File: config.mk
export PLATFORM = sky130hd
export DESIGN_NAME = cntr_load
export DESIGN_NICKNAME = d
export VERILOG_FILES = /design/src/rtl/cntr_pkg.sv /design/src/rtl/cntr_load_alu.sv /design/src/rtl/cntr_load.sv
export SDC_FILE = /design/constraint.sdc
export NUM_CORES = 1
export LEC_CHECK = 0
export ABC_CLOCK_PERIOD_IN_PS = 3800
export BUFFER_PORTS_ARGS = -buffer_cell sky130_fd_sc_hd__buf_2
export CAP_MARGIN = 30
export CORE_MARGIN = 2
export CORE_UTILIZATION = 37
export CTS_BUF_LIST = sky130_fd_sc_hd__clkbuf_4
export DETAILED_ROUTE_END_ITERATION = 10
export MAX_ROUTING_LAYER = met4
export PLACE_DENSITY_LB_ADDON = 0.3
export SETUP_SLACK_MARGIN = 0.05
export SYNTH_ARGS = -nofsm -noshare
export SYNTH_HDL_FRONTEND = slang
export SYNTH_SLANG_ARGS = --single-unit
File: constraint.sdc
create_clock -name CLK -period 3.8 [get_ports CLK]
set_input_delay 0.19 -clock CLK [delete_from_list [all_inputs] [get_ports CLK]]
set_output_delay 0.19 -clock CLK [all_outputs]
set_load 0.05 [all_outputs]
File: src/rtl/cntr_pkg.sv
// Shared types and constants for the DSP-slice style loadable counter.
package cntr_pkg;

    // Default counter / load-data width
    localparam int CNTR_W = 48;

    // Values the registers take on reset; the count starts upward
    localparam logic [CNTR_W-1:0] CNTR_RST    = '0;
    localparam logic              ADD_SUB_RST = 1'b1;

    // What the P register will do on the next edge
    typedef enum logic [1:0] {
        MODE_LOAD = 2'd0,
        MODE_UP   = 2'd1,
        MODE_DOWN = 2'd2
    } mode_e;

    // LOAD wins over direction; direction only matters while counting
    function automatic mode_e decodeMode(input logic load, input logic addSub);
        mode_e mode;
        if (load) begin
            mode = MODE_LOAD;
        end else if (addSub) begin
            mode = MODE_UP;
        end else begin
            mode = MODE_DOWN;
        end
        return mode;
    endfunction

endpackage

File: src/rtl/cntr_load_alu.sv
// Next-value selection for the counter: load the C value, or step up/down
// by STEP with unsigned wrap-around.
module cntr_load_alu
    import cntr_pkg::*;
#(
    parameter int WIDTH = CNTR_W,
    parameter int STEP  = 1
) (
    input  logic [WIDTH-1:0] cntr_i,
    input  logic [WIDTH-1:0] cVal_i,
    input  logic             load_i,
    input  logic             addSub_i,
    output logic [WIDTH-1:0] next_o
);

    localparam logic [WIDTH-1:0] STEP_W = WIDTH'(STEP);

    mode_e mode;

    // Pick load/up/down; the C value is only looked at when loading, so a
    // garbage C input cannot leak into the count
    always_comb begin
        next_o = cntr_i;
        mode   = decodeMode(load_i, addSub_i);
        case (mode)
            MODE_LOAD: next_o = cVal_i;
            MODE_UP:   next_o = cntr_i + STEP_W;
            MODE_DOWN: next_o = cntr_i - STEP_W;
            default:   next_o = cntr_i;
        endcase
    end

endmodule

File: src/rtl/cntr_load.sv
// Loadable up/down counter in DSP48E style: optional input register stage
// (C / OPMODE / ALUMODE equivalents) feeding a single P register.
module cntr_load
    import cntr_pkg::*;
#(
    parameter int WIDTH      = CNTR_W,
    parameter int REG_INPUTS = 1,
    parameter int STEP       = 1
) (
    input  logic             CLK,
    input  logic             RST,
    input  logic [WIDTH-1:0] C_IN,
    input  logic             LOAD,
    input  logic             ADD_SUB,
    output logic [WIDTH-1:0] CNTR_OUT
);

    logic [WIDTH-1:0] cIn_q;
    logic             load_q;
    logic             addSub_q;
    logic [WIDTH-1:0] cntr_q;
    logic [WIDTH-1:0] cntr_d;

    generate
        if (REG_INPUTS != 0) begin : gen_inReg
            // Input stage: controls and load data registered once; reset drops any pending load
            always_ff @(posedge CLK) begin
                if (RST) begin
                    cIn_q    <= '0;
                    load_q   <= 1'b0;
                    addSub_q <= ADD_SUB_RST;
                end else begin
                    cIn_q    <= C_IN;
                    load_q   <= LOAD;
                    addSub_q <= ADD_SUB;
                end
            end
        end else begin : gen_inComb
            assign cIn_q    = C_IN;
            assign load_q   = LOAD;
            assign addSub_q = ADD_SUB;
        end
    endgenerate

    cntr_load_alu #(
        .WIDTH (WIDTH),
        .STEP  (STEP)
    ) u_alu (
        .cntr_i   (cntr_q),
        .cVal_i   (cIn_q),
        .load_i   (load_q),
        .addSub_i (addSub_q),
        .next_o   (cntr_d)
    );

    // P register: takes the ALU result every edge unless reset
    always_ff @(posedge CLK) begin
        if (RST) begin
            cntr_q <= WIDTH'(CNTR_RST);
        end else begin
            cntr_q <= cntr_d;
        end
    end

    assign CNTR_OUT = cntr_q;

endmodule

=== After elaboration in Yosys (flattened, before gate mapping) ===
Cells that the tools add are included.

* Reductions and logical operators: 2
* Multiplexer cells: 3
* Bitwise gates (word level): 0
* Equality and inequality tests: 2
* Order comparisons: 0
* Add/subtract/negate cells: 2
* Div/mod/pow operators: 0
* Multipliers: 0
* Shifts and indexed selects: 0

{| class="wikitable"
|+ Operators by type and width
! kind !! count
|-
| 48-bit case mux with 3 select lines || 1
|-
| 48-bit by 1-bit adder with 48-bit output, second input constant || 1
|-
| 48-bit by 1-bit subtractor with 48-bit output, second input constant || 1
|-
| 2-bit 2-to-1 mux || 2
|-
| 3-bit nonzero test || 1
|-
| 2-bit by 1-bit equality test with 1-bit output, second input constant || 1
|-
| 2-bit equality test, second input constant || 1
|-
| 2-bit zero test || 1
|}

* Bits in writable memories: 0
* Logic and storage cells: 13
* Bits in read-only memories: 0
* Register bits after elaboration: 98
* Input port bits: 52
* Output and inout bits: 48
* Memories: 0
* Latch bits: 0

=== Longest topological paths before layout ===
Gate-level depths: netlist of the first run.

* Depth after elaboration: 4
* Depth in mapped cells: 17

=== By module ===
Synthesis of the first run repeated with hierarchy kept, for this count alone.

* Cell total of the unflattened synthesis: 853
* Area, all modules: 6537.5 um2

{| class="wikitable"
|+ Modules (own cells, without submodules)
! module !! cells each !! sequential area each (um2) !! instances !! area an instance (um2)
|-
| cntr_load_alu || 647 || 0.0 || 1 || 3900.0
|-
| cntr_load || 206 || 1961.9 || 1 || 2637.5
|}

=== Least setup slack after synthesis of the first run ===
OpenSTA, ideal clock, no wires.

* Path type: reg-to-reg
* Start point: register addSub_q
* End point: register cntr_q[44], in the netlist CNTR_OUT[44]
* Stages on the path, launching flop included: 18
* Period minus slack after synthesis: 3613 ps
* Arrival: 3493 ps
* Data required time: 3680 ps
* Setup slack: 187 ps
* Buffers on the path: 6
* Setup time: 120 ps
* Cell sequence: dfxtp_1 > or2_1 > buf_2 > buf_6 > buf_6 > clkbuf_1 > buf_2 > xnor2_1 > ha_1 > clkbuf_1 > nor4_1 > nor2_1 > o21ai_1 > a2111oi_4 > or4b_1 > o21ai_1 > nor4b_1 > a211o_1

* Longest elaborated chain between the ends: 4

{| class="wikitable"
|+ Ends and longest elaborated chain
! element !! RTL line !! RTL
|-
| start: declaration || cntr_load.sv:20 || <nowiki>logic addSub_q;</nowiki>
|-
| start signal: assignment || cntr_load.sv:31 || <nowiki>addSub_q <= ADD_SUB_RST;</nowiki>
|-
| start signal: assignment || cntr_load.sv:35 || <nowiki>addSub_q <= ADD_SUB;</nowiki>
|-
| 2-bit 2-to-1 mux (*) || cntr_pkg.sv:23 || <nowiki>end else if (addSub) begin</nowiki>
|-
| 2-bit 2-to-1 mux (*) || cntr_pkg.sv:21 || <nowiki>if (load) begin</nowiki>
|-
| 2-bit equality test (tied with other cells) || cntr_load_alu.sv:25 || <nowiki>case (mode)</nowiki>
|-
| 48-bit case mux with 3 select lines / 3-bit nonzero test (equally long branches) || -- ||
|-
| end signal: assignment || cntr_load.sv:59 || <nowiki>cntr_q <= WIDTH'(CNTR_RST);</nowiki>
|-
| end signal: assignment || cntr_load.sv:61 || <nowiki>cntr_q <= cntr_d;</nowiki>
|-
| end: declaration || cntr_load.sv:21 || <nowiki>logic [WIDTH-1:0] cntr_q;</nowiki>
|}

Mark *: on every way between the ends. The rest lies on a longest branch, timed or not.
A chain may end at the register's enable or synchronous reset.

=== Worst setup path in the final report of the first run ===
* Start point: register load_q
* End point: register cntr_q[44], in the netlist CNTR_OUT[44]

* Longest elaborated chain between the ends: 3

{| class="wikitable"
|+ Ends and longest elaborated chain
! element !! RTL line !! RTL
|-
| start: declaration || cntr_load.sv:19 || <nowiki>logic load_q;</nowiki>
|-
| start signal: assignment || cntr_load.sv:30 || <nowiki>load_q <= 1'b0;</nowiki>
|-
| start signal: assignment || cntr_load.sv:34 || <nowiki>load_q <= LOAD;</nowiki>
|-
| 2-bit 2-to-1 mux (*) || cntr_pkg.sv:21 ||
|-
| 2-bit equality test (tied with other cells) || cntr_load_alu.sv:25 ||
|-
| 48-bit case mux with 3 select lines / 3-bit nonzero test (equally long branches) || -- ||
|}

Marked as above.

==> summary.md, run 1 <==
| Metric | Value |
|---|---|
| Status | finished, final reports clean |
| Most area-consuming cells after synthesis | dfxtp_1 (31%), nor2_1 (6.4%), xnor2_1 (6.2%) |
| # nets final | 959 |
| Tot Pwr | 2.99 mW |
| DR WL/cell | ~17 um |
| CP Launch Type | flip-flop |
| Core Area | 16600 um^2 |
| Post-Place Worst Slack | 0.740 ns |
| Yosys top cell by area | dfxtp_1 |
| FMAX | 323 MHz |
| Fin crit period | 3.10 ns |
| Layout cell share with drive strength beyond 1 | 17.5% |
| Initial Util | 38.0% |
| Yosys warns | 0 |
| Final Util | approximately 45% |
| Critical path class | reg -> reg |
| Vias per cell | 5.59 |
| Worst-Skew Late Latency | approximately 0.50 ns |
| Synth top area share | 31.0% |
| Root Buffer | clkbuf_4 |
| Hold Violations, Final | 0 |
| Asr flop ratio synth | 0% |
| Hold buffers post-CTS | 50 |
| Setup TNS | 0 ns |
| H-tree levels | 3 |
| Synth unique cells | just over 80 |
| Slew Limit Fails | 0 |
| Slowest stage cell, crit path | or4b_1 |
| Final wirelength | 18900 um |
| Post-synth EDFFs | 0 |
| GRT Residual Overflow | 0 |
| Post-synthesis compound-gate area fraction | 19.0% |
| Cts bufs inserted | 9 |
| Initial antenna violation count | 1 |
| Global-route wire length before repair | slightly above 30000 um |
| Post-CTS setup buffers | 0 |
| Seq/Total Area, Yosys | 31.0% |
| TritonCTS clock tree | built |
| CP Max Fanout | 9 |
| Leakage power | 2.87 nW |
| Placed Cells | around 1.1k |
| Crit path DAT | 3.48 ns |
| Most common flop cell mapped by yosys | dfxtp_1 |
| CP Launch Point | load_q |
| DRT iter0 DRCs | 759 |
| Post-Synth Adder-Cell Area | less than 1% |
| Clock Sink Count | roughly 100 |
| Slowest cell delay on critical path | 0.51 ns |
| P&R area growth vs syn | 18.3% |
| Peak supply drop | approximately 0.00026 V |
| Die Ht | 135 um |
| CP Capture Type | flip-flop |
| Slew HR | 48.7% |
| I/O Pins | 100 |
| Multiplexer share of the synthesized area | 3.84% |
| Main combinational cell family by area after synthesis | simple AND/OR/NAND/NOR gates |
| Period utilization | around four fifths |
| Largest net degree at the start of global routing | 112 |
| Resize count post-CTS | 0 |
| Most common cell after layout, fill and taps aside | nor2_1 |
| Layout filler cell count | 1685 |
| Unrepaired setup endpoints after global routing | no |
| Post-Synthesis Cells | about 820 |
| CTS max path bufs | 2 |
| Routability-driven placement congestion ratio | 0.914 |
| Worst path cell trace | or2_2, xnor2_1, ha_1, nor4_1, nor2_1, o21ai_1, a2111oi_4, or4b_1, o21ai_1, nor4b_1, a211o_1 |
| Die ar. | 18200 um^2 |
| Final setup viols | 0 |
| HPWL after DPL | 13000 um |
| Die W | 135 um |
| Placement Cell Area | a little under 7000 um^2 |
| Post-route DRC | 0 |
| Most frequent cells in the layout | nor2_1 (107), buf_2 (98), dfxtp_1 (96) |
| Vias | 6333 |
| Final non-filler cell total | 1132 |
| Most used cell, CP | o21ai_1 |
| Cell family with most CP delay | simple AND/OR/NAND/NOR gates |
| Flops & latches, synth | 98 |
| Clock Skew | 0.0361 ns |
| 1st-pass router iterations | 5 |
| Simple-gate portion of the synthesized area | 31.3% |
| Reg2reg start | load_q |
| Port bufs | 99 |
| Pwr per Cell Area | 399 nW/um^2 |
| Critical path buffer and inverter count | 0 |
| Syn_nets | 868 |
| CP required | 4.19 ns |
| Post-Synthesis Cell Area | 6320 um^2 |
| Mean Syn Cell Area | a little under 8 um^2 |
| Worst-margin pin slew | approximately 0.77 ns |
| Max-cap violations | 0 |
| Min-Delay Path Class | in -> reg |
| Clk pin slew, worst setup/hold paths | 0.16 ns |
| Gr usage total | 21.6% |
| Final WS setup | 0.704 ns |
| Hold slack | 0.236 ns |
| Non-Filler Cell Area, Final | between 7000 and 8000 um^2 |
| Xor/xnor share of the synthesized area | 8.17% |
| Rows | 47 |
| Post-route ant nets | 0 |
| Vias in the first global route | 5619 |
| Worst Min Path Start | RST |
-- worst paths after layout --
| check | endpoint | slack, ns | cells past startpoint |
|---|---|---|---|
| min | cIn_q[44] | 0.24 | 2 |
| max | CNTR_OUT[44] | 0.70 | 11 |
| min reg2reg | CNTR_OUT[39] | 0.46 | 2 |
| max reg2reg | CNTR_OUT[44] | 0.70 | 11 |
-- flip-flops by register name, indices dropped and copies added, names as in the netlist --
register and flops:
CNTR_OUT 48, cIn_q 48, addSub_q 1, load_q 1
-- logic make-up (layout without fill, tap and decap cells) --
family | count (synthesis) | after routing
XOR/XNOR | 59 | 59
other | 0 | 1
flip-flops | 98 | 98
adder cells (fa/ha/maj) | 1 | 1
buffers and inverters | 89 | 185
AND/OR/NAND/NOR | 372 | 372
AO/OA/AOI/OAI | 172 | 172
multiplexers | 24 | 24
-- synth_stat cells, drive strengths merged, types with 3 or more instances --
library cell and count:
nand4 10, inv 7, and2 6, o211ai 18
nand2 53, nor2 108, nor4 34, or2 10
a31oi 24, o21a 4, a32o 4, nor3b 6
a21oi 50, xor2 14, nor2b 54, clkbuf 47
o31ai 3, buf 35, nor4b 3, xnor2 45
dfxtp 98, and3 8, o22ai 15, nand2b 3
nand3 16, a211o 5, mux2i 22, or4 20
nor3 26, o21ai 19, o2bb2ai 3, or3 8
-- layer usage --
metal / vias up / track usage (%) / wire (um)
li1: 3110 / - / -
met1: 3004 / 30.1 / 9040
met2: 202 / 32.5 / 8580
met3: 17 / 3.23 / 987
met4: 0 / 5.67 / 256
met5: - / - / 0
-- layout make-up --
type / instances / area (um^2) / area share, %
Antenna cell: 1 / 2.50 / 0.0335
Sequential cell: 98 / 1970 / 26.3
Clock inverter: 7 / 76.3 / 1.02
Clock buffer: 9 / 67.6 / 0.903
Tap cell: 220 / 275 / 3.68
Inverter: 7 / 26.3 / 0.351
Multi-Input combinational cell: 628 / 3960 / 52.9
Timing Repair Buffer: 162 / 1110 / 14.8
-- power by group --
| part | leakage, nW | internal, mW | switching [mW] | total (mW) |
|---|---|---|---|---|
| clock | 0.0746 | 0.205 | 0.375 | 0.580 |
| combinational | 1.99 | 0.424 | 0.682 | 1.11 |
| sequential | 0.812 | 1.11 | 0.185 | 1.30 |
| total | 2.87 | 1.74 | 1.24 | 2.99 |
-- worst register-to-register path, stage by stage (launching register included) --
cell and delay (ns):
dfxtp_4 0.38, or2_2 0.34, xnor2_1 0.14, ha_1 0.29, nor4_1 0.37, nor2_1 0.07
o21ai_1 0.29, a2111oi_4 0.13, or4b_1 0.51, o21ai_1 0.12, nor4b_1 0.07, a211o_1 0.28
No activity file was read; power rests on OpenSTA's default activity.
==> run 2: changes to the inputs <==
--- a/config.mk
+++ b/config.mk
@@ -5,7 +5,7 @@
 export SDC_FILE = /design/constraint.sdc
 export NUM_CORES = 1
 export LEC_CHECK = 0
-export ABC_CLOCK_PERIOD_IN_PS = 3800
+export ABC_CLOCK_PERIOD_IN_PS = 2500
 export BUFFER_PORTS_ARGS = -buffer_cell sky130_fd_sc_hd__buf_2
 export CAP_MARGIN = 30
 export CORE_MARGIN = 2
==> constraint.sdc (replaced) <==
create_clock -name CLK -period 2.5 [get_ports CLK]
set_input_delay 0.125 -clock CLK [delete_from_list [all_inputs] [get_ports CLK]]
set_output_delay 0.125 -clock CLK [all_outputs]
set_load 0.05 [all_outputs]
==> summary.md, run 2 (synthesized netlist as in run 1, its figures left out) <==
| Metric | Value |
|---|---|
| Status | finished, violations left |
| Failing checks | negative setup slack |
| Hold Violations, Final | 0 (unchanged) |
| 1st-pass router iterations | 6 (+1) |
| Vias in the first global route | 6557 (+17%) |
| Worst-Skew Late Latency | 0.51 ns (about the same) |
| HPWL after DPL | 15400 um (+19%) |
| Initial antenna violation count | 1 (unchanged) |
| Worst-margin pin slew | 0.836 ns (+0.0672 ns) |
| Final non-filler cell total | 1285 (+14%) |
| Slowest stage cell, crit path | or4_1 |
| Routability-driven placement congestion ratio | 0.945 (+3.5%) |
| Core Area | 16600 um^2 (unchanged) |
| Min-Delay Path Class | in -> reg |
| Max-cap violations | 0 (unchanged) |
| Non-Filler Cell Area, Final | 9330 um^2 (+25%) |
| Reg-to-reg setup timing slack | -0.17 ns (-0.87 ns) |
| Die Ht | 135 um (unchanged) |
| Worst path cell trace | or2_4, xnor2_4, ha_4, nor2_4, a21oi_2, o211ai_1, nand2_4, a21oi_4, buf_6, mux2i_4, or4_1, o211ai_1 |
| Clk pin slew, worst setup/hold paths | 0.18 ns (+0.02 ns) |
| Most common cell after layout, fill and taps aside | buf_4 |
| FMAX | 375 MHz (+16%) |
| Slowest cell delay on critical path | 0.54 ns (+0.03 ns) |
| CP Capture Type | flip-flop |
| CP Launch Type | flip-flop |
| Post-Place Worst Slack | -0.266 ns (-1.01 ns) |
| Post-route DRC | 0 (unchanged) |
| Die ar. | 18200 um^2 (unchanged) |
| Placed Cells | 1197 (+12%) |
| Peak supply drop | 0.000357 V (+38%) |
| Clock Skew | 0.0373 ns (+0.00118 ns) |
| Placement Cell Area | 8000 um^2 (+17%) |
| Layout filler cell count | 1500 (-11%) |
| Gr usage total | 24.0% (+2.5 points) |
| Layout cell share with drive strength beyond 1 | 38.1% (+21 points) |
| Worst hold endpoint | cIn_q[46] |
| I/O Pins | 100 (unchanged) |
| Crit path DAT | 3.12 ns (-0.36 ns) |
| Clock Sink Count | 98 (unchanged) |
| Slew HR | 44.3% (-4.5 points) |
| P&R area growth vs syn | 47.5% |
| Tot Pwr | 5.23 mW (+75%) |
| Initial Util | 38.0% (unchanged) |
| GRT Residual Overflow | 0 (unchanged) |
| Rows | 47 (unchanged) |
| DR WL/cell | 17.6 um (+5.4%) |
| Post-route ant nets | 0 (unchanged) |
| CP Max Fanout | 4 (-5) |
| Hold Crit Depth | 2 (unchanged) |
| Final Util | 56.0% (+11 points) |
| Die W | 135 um (unchanged) |
| Reg2reg start | load_q |
| CP required | 2.95 ns (-1.24 ns) |
| Pwr per Cell Area | 560 nW/um^2 (+40%) |
| Unrepaired setup endpoints after global routing | yes |
| Global-route wire length before repair | 33700 um (+11%) |
| Final setup viols | 13 (+13) |
| Most frequent cells in the layout | buf_4 (148), nor2_1 (102), buf_2 (98) |
| Register-to-Register Path Depth | 12 (+1) |
| RR Endpoint | CNTR_OUT[34] |
| Final WS setup | -0.166 ns (-0.870 ns) |
| TritonCTS clock tree | built |
| Port bufs | 99 (unchanged) |
| Cts bufs inserted | 9 (unchanged) |
| Critical path class | reg -> reg |
| Leakage power | 3.81 nW (+33%) |
| H-tree levels | 3 (unchanged) |
| Fin crit period | 2.67 ns (-0.430 ns) |
| Worst Min Path Start | RST |
| # nets final | 1112 (+16%) |
| DRT iter0 DRCs | 662 (-13%) |
| CTS max path bufs | 2 (unchanged) |
| Vias | 7163 (+13%) |
| Period utilization | 107% (+25 points) |
| Root Buffer | clkbuf_4 |
| Vias per cell | 5.57 (-0.36%) |
| Final wirelength | 22600 um (+20%) |
| Largest net degree at the start of global routing | 82 (-27%) |
| Most used cell, CP | o211ai_1 |
| Slew Limit Fails | 0 (unchanged) |
run 2: cell types whose count changed in the layout (fill, tap and decap cells not counted), moves of 6 or more:
cell     change
a21oi_1      -6
buf_4      +135
buf_6       +10
dfxtp_1     -30
dfxtp_2     +25
nor4_1       -9
xnor2_1      -9
xnor2_2      +7
run 2: how the worst max path moves through the flow:
stage / endpoint / start / slack [ns] / depth (start not counted)
2_1_floorplan: CNTR_OUT[42] / addSub_q / -0.75 / 17
3_3_place_gp: CNTR_OUT[47] / addSub_q / -0.24 / 10
3_5_place_dp: CNTR_OUT[42] / load_q / -0.27 / 11
4_1_cts: CNTR_OUT[45] / load_q / -0.13 / 10
5_1_grt: CNTR_OUT[42] / CNTR_OUT[7] / -0.30 / 10
6_report: CNTR_OUT[34] / load_q / -0.17 / 12
run 2: worst max-delay path, delay by kind of cell, from the launching register on:
kind                       cells  cell delay, ns
DFF                            1            0.37
and+or+nand+nor                4            1.05
xor gates and xnor gates       1            0.14
muxes                          1            0.07
buffers and inverters          1            0.14
AOI/OAI and AO/OA              4            0.66
adders and majority gates      1            0.19
run 2: power breakdown:
group / leakage (nW) / internal (mW) / switching [mW]
logic: 2.92 / 1.07 / 1.37
registers: 0.825 / 1.71 / 0.182
clock network: 0.0721 / 0.313 / 0.584
run 2: timing repair:
action,in CTS,in global routing
buffers inserted,8,10
hold buffers,50,0
gates cloned,2,1
pin swaps,17,17
resized for setup,31,57
setup endpoints to repair,25,30
hold endpoints to repair,50,0
run 2: layer usage:
metal	part of all wire [%]	vias to the layer above	global-route usage, %
met2	47	360	38.1
li1	-	3424	-
met5	0	-	-
met1	44	3339	31.7
met4	1.5	0	7.08
met3	7.2	40	3.94
run 2: final cells by class:
| class | count | area, um^2 | share of cell area [%] |
|---|---|---|---|
| clock buffer | 9 | 67.6 | 0.724 |
| sequential | 98 | 2020 | 21.6 |
| tap | 220 | 275 | 2.95 |
| timing repair buffer | 315 | 2430 | 26.1 |
| inverter | 7 | 26.3 | 0.282 |
| antenna | 1 | 2.50 | 0.0268 |
| clock inverter | 7 | 77.6 | 0.832 |
| multi-input combinational | 628 | 4430 | 47.5 |
run 2: through the flow:
stage	hold WS [ns]	setup TNS, ns
floorplan	0.229	-7.26
global placement	0.332	-2.56
detailed placement	0.337	-3.12
CTS	0.189	-0.993
global route	0.205	-2.90
finish	0.189	-0.985
==> run 3: changes to the inputs <==
--- a/config.mk
+++ b/config.mk
@@ -8,8 +8,9 @@
 export ABC_CLOCK_PERIOD_IN_PS = 2500
 export BUFFER_PORTS_ARGS = -buffer_cell sky130_fd_sc_hd__buf_2
 export CAP_MARGIN = 30
+export CORE_ASPECT_RATIO = 1.5
 export CORE_MARGIN = 2
-export CORE_UTILIZATION = 37
+export CORE_UTILIZATION = 54
 export CTS_BUF_LIST = sky130_fd_sc_hd__clkbuf_4
 export DETAILED_ROUTE_END_ITERATION = 10
 export MAX_ROUTING_LAYER = met4
@@ -18,3 +19,4 @@
 export SYNTH_ARGS = -nofsm -noshare
 export SYNTH_HDL_FRONTEND = slang
 export SYNTH_SLANG_ARGS = --single-unit
+export TNS_END_PERCENT = 20
==> summary.md, run 3 (synthesized netlist as in run 1, its figures left out) <==
| Metric | Value |
|---|---|
| Die ar. | 12600 um^2 (-31%) |
| Max-cap violations | 0 (unchanged) |
| Power Internal | 3.17 mW (+2.7%) |
| Vias in the first global route | 7451 (+14%) |
| Hold Violations, Final | 0 (unchanged) |
| Most used cell, CP | o211ai_1 |
| Vias | 7350 (+2.6%) |
| Peak supply drop | 0.000442 V (+24%) |
| Vias per cell | 5.99 (+7.4%) |
| Post-route DRC | 0 (unchanged) |
| Initial Util | 55.1% (+17 points) |
| DR WL/cell | 19.8 um (+12%) |
| Clock Skew | 0.0193 ns (-0.0180 ns) |
| Worst-margin pin slew | 0.605 ns (-0.231 ns) |
| Slew HR | 59.7% (+15 points) |
| Rows | 48 (+2.1%) |
| # nets final | 1126 (+1.3%) |
| Routed wl met3 | 1300 um (-20%) |
| Gr usage total | 38.5% (+14 points) |
| Slowest stage cell, crit path | or4_1 |
| DRT iter0 DRCs | 427 (-35%) |
| Largest net degree at the start of global routing | 60 (-27%) |
| GRT Residual Overflow | 0 (unchanged) |
| Met1 Routed Length | 8740 um (-13%) |
| Period utilization | 110% (+3.3 points) |
| DR top layer | met4 |
| CP Launch Type | flip-flop |
| Status | finished, violations left |
| Die Ht | 137 um (+1.3%) |
| CTS max path bufs | 2 (unchanged) |
| CP Capture Type | flip-flop |
| Final non-filler cell total | 1228 (-4.4%) |
| Worst path cell trace | or2_4, xnor2_4, ha_4, nand4_1, nor3_2, o211ai_1, o31ai_2, and4_1, nor3_1, or4_1, o211ai_1 |
| Part of the power in combinational logic | 46.3% (-0.4 points) |
| Placed Cells | 1152 (-3.8%) |
| Metal2 WL | 12400 um (+17%) |
| HPWL after DPL | 17300 um (+12%) |
| Clk pwr share | 18.7% (+1.5 points) |
| Register-to-Register Path Depth | 11 (-1) |
| CP required | 2.91 ns (-0.04 ns) |
| Setup TNS | -2.14 ns (-1.15 ns) |
| Unrepaired setup endpoints after global routing | yes |
| Net Sw Frac | 40.4% (-0.44 points) |
| Hold Crit Depth | 2 (unchanged) |
| Layout cell share with drive strength beyond 1 | 35.7% (-2.4 points) |
| Critical path class | reg -> reg |
| P&R area growth vs syn | 44.7% |
| Most frequent cells in the layout | buf_4 (164), nor2_1 (102), buf_2 (98) |
| Fin crit period | 2.75 ns (+0.0829 ns) |
| Root Buffer | clkbuf_4 |
| TritonCTS clock tree | built |
| Worst-Skew Late Latency | 0.48 ns (-0.03 ns) |
| Cts bufs inserted | 9 (unchanged) |
| Flop pwr share | 34.9% (-1.3 points) |
| Crit path DAT | 3.16 ns (+0.04 ns) |
| Final wirelength | 24300 um (+7.5%) |
| CP Max Fanout | 3 (-1) |
| Failing checks | negative setup slack |
| Clk pin slew, worst setup/hold paths | 0.16 ns (-0.02 ns) |
| Slowest cell delay on critical path | 0.41 ns (-0.13 ns) |
| Slew Limit Fails | 0 (unchanged) |
| Port bufs | 99 (unchanged) |
| Final setup viols | 16 (+3) |
| Pwr per Cell Area | 582 nW/um^2 (+3.9%) |
| Die W | 92.4 um (-31%) |
| Min-Delay Path Class | in -> reg |
| Core Area | 11500 um^2 (-31%) |
| Final WS setup | -0.249 ns (-0.0829 ns) |
| Global-route wire length before repair | 37200 um (+10%) |
| Most common cell after layout, fill and taps aside | buf_4 |
| Initial antenna violation count | 1 (unchanged) |
| I/O Pins | 100 (unchanged) |
| Clock Sink Count | 98 (unchanged) |
| Leakage power | 3.87 nW (+1.4%) |
| Post-route ant nets | 0 (unchanged) |
| 1st-pass router iterations | 5 (-1) |
| Routability-driven placement congestion ratio | 0.983 (+4.0%) |
| FMAX | 364 MHz (-3.0%) |
| H-tree levels | 3 (unchanged) |
| Sw power | 2.15 mW (+0.83%) |
## run 3: changes by cell type in the layout (fill, tap and decap cells not counted), sizes merged
cell and change:
inv +1, buf +16, clkinvlp -2, bufinv +1, bufbuf -2, clkinv -1
## run 3: path summary, 6_finish.rpt
path | startpoint | endpoint | slack, ns
worst min-delay path | RST | cIn_q[35] | 0.13
worst max register to register | load_q | CNTR_OUT[42] | -0.25
worst max-delay path | load_q | CNTR_OUT[42] | -0.25
worst min register to register | cIn_q[39] | CNTR_OUT[39] | 0.46
## run 3: routing by layer
metal | global-route usage, % | up-vias
met5 | - | -
li1 | - | 3434
met2 | 67.2 | 329
met4 | 28.8 | 0
met3 | 5.73 | 123
met1 | 38.7 | 3464
## run 3: stage by stage
stage	power [mW]	hold WS [ns]	instance area, um^2	setup slack [ns]	utilization, %
CTS	5.18	0.115	8830	-0.235	77.0
floorplan	3.23	0.229	6400	-0.750	-
detailed placement	4.11	0.339	8040	-0.404	70.0
global placement	4.07	0.332	8040	-0.251	70.0
finish	5.33	0.130	9150	-0.249	79.8
global route	5.54	0.131	9150	-0.396	79.8
## run 3: power groups by stage
stage / Clock [mW] / Combinational (mW) / Sequential, mW
2_1_floorplan: 0 / 1.12 / 2.11
6_report: 0.998 / 2.47 / 1.86
5_1_grt: 1.06 / 2.61 / 1.88
4_1_cts: 0.997 / 2.33 / 1.85
3_5_place_dp: 0 / 2.23 / 1.88
3_3_place_gp: 0 / 2.20 / 1.87
## run 3: critical path, delay by kind of cell, from the launching register on
family          cells  cell delay (ns)
xor+xnor            1             0.16
flops               1             0.37
compound gates      3             0.57
simple gates        6             1.38
fa+ha+maj           1             0.18
## run 3: area by class of cell
cell class / count / area [um^2]
Antenna cell: 1 / 2.50
Clock buffer: 9 / 67.6
Clock inverter: 6 / 88.8
Fill cell: 837 / 2320
Inverter: 7 / 26.3
Multi-Input combinational cell: 628 / 4310
Sequential cell: 98 / 1980
Tap cell: 150 / 188
Timing Repair Buffer: 329 / 2500
## run 3: timing repair
item | 4_1_cts | 5_1_grt
gates cloned | 0 | 1
hold endpoints to repair | 50 | 0
gates resized for setup | 30 | 48
buffers inserted | 2 | 7
pin swaps | 8 | 23
endpoints found under the setup margin | 29 | 30
hold buffers | 50 | 0
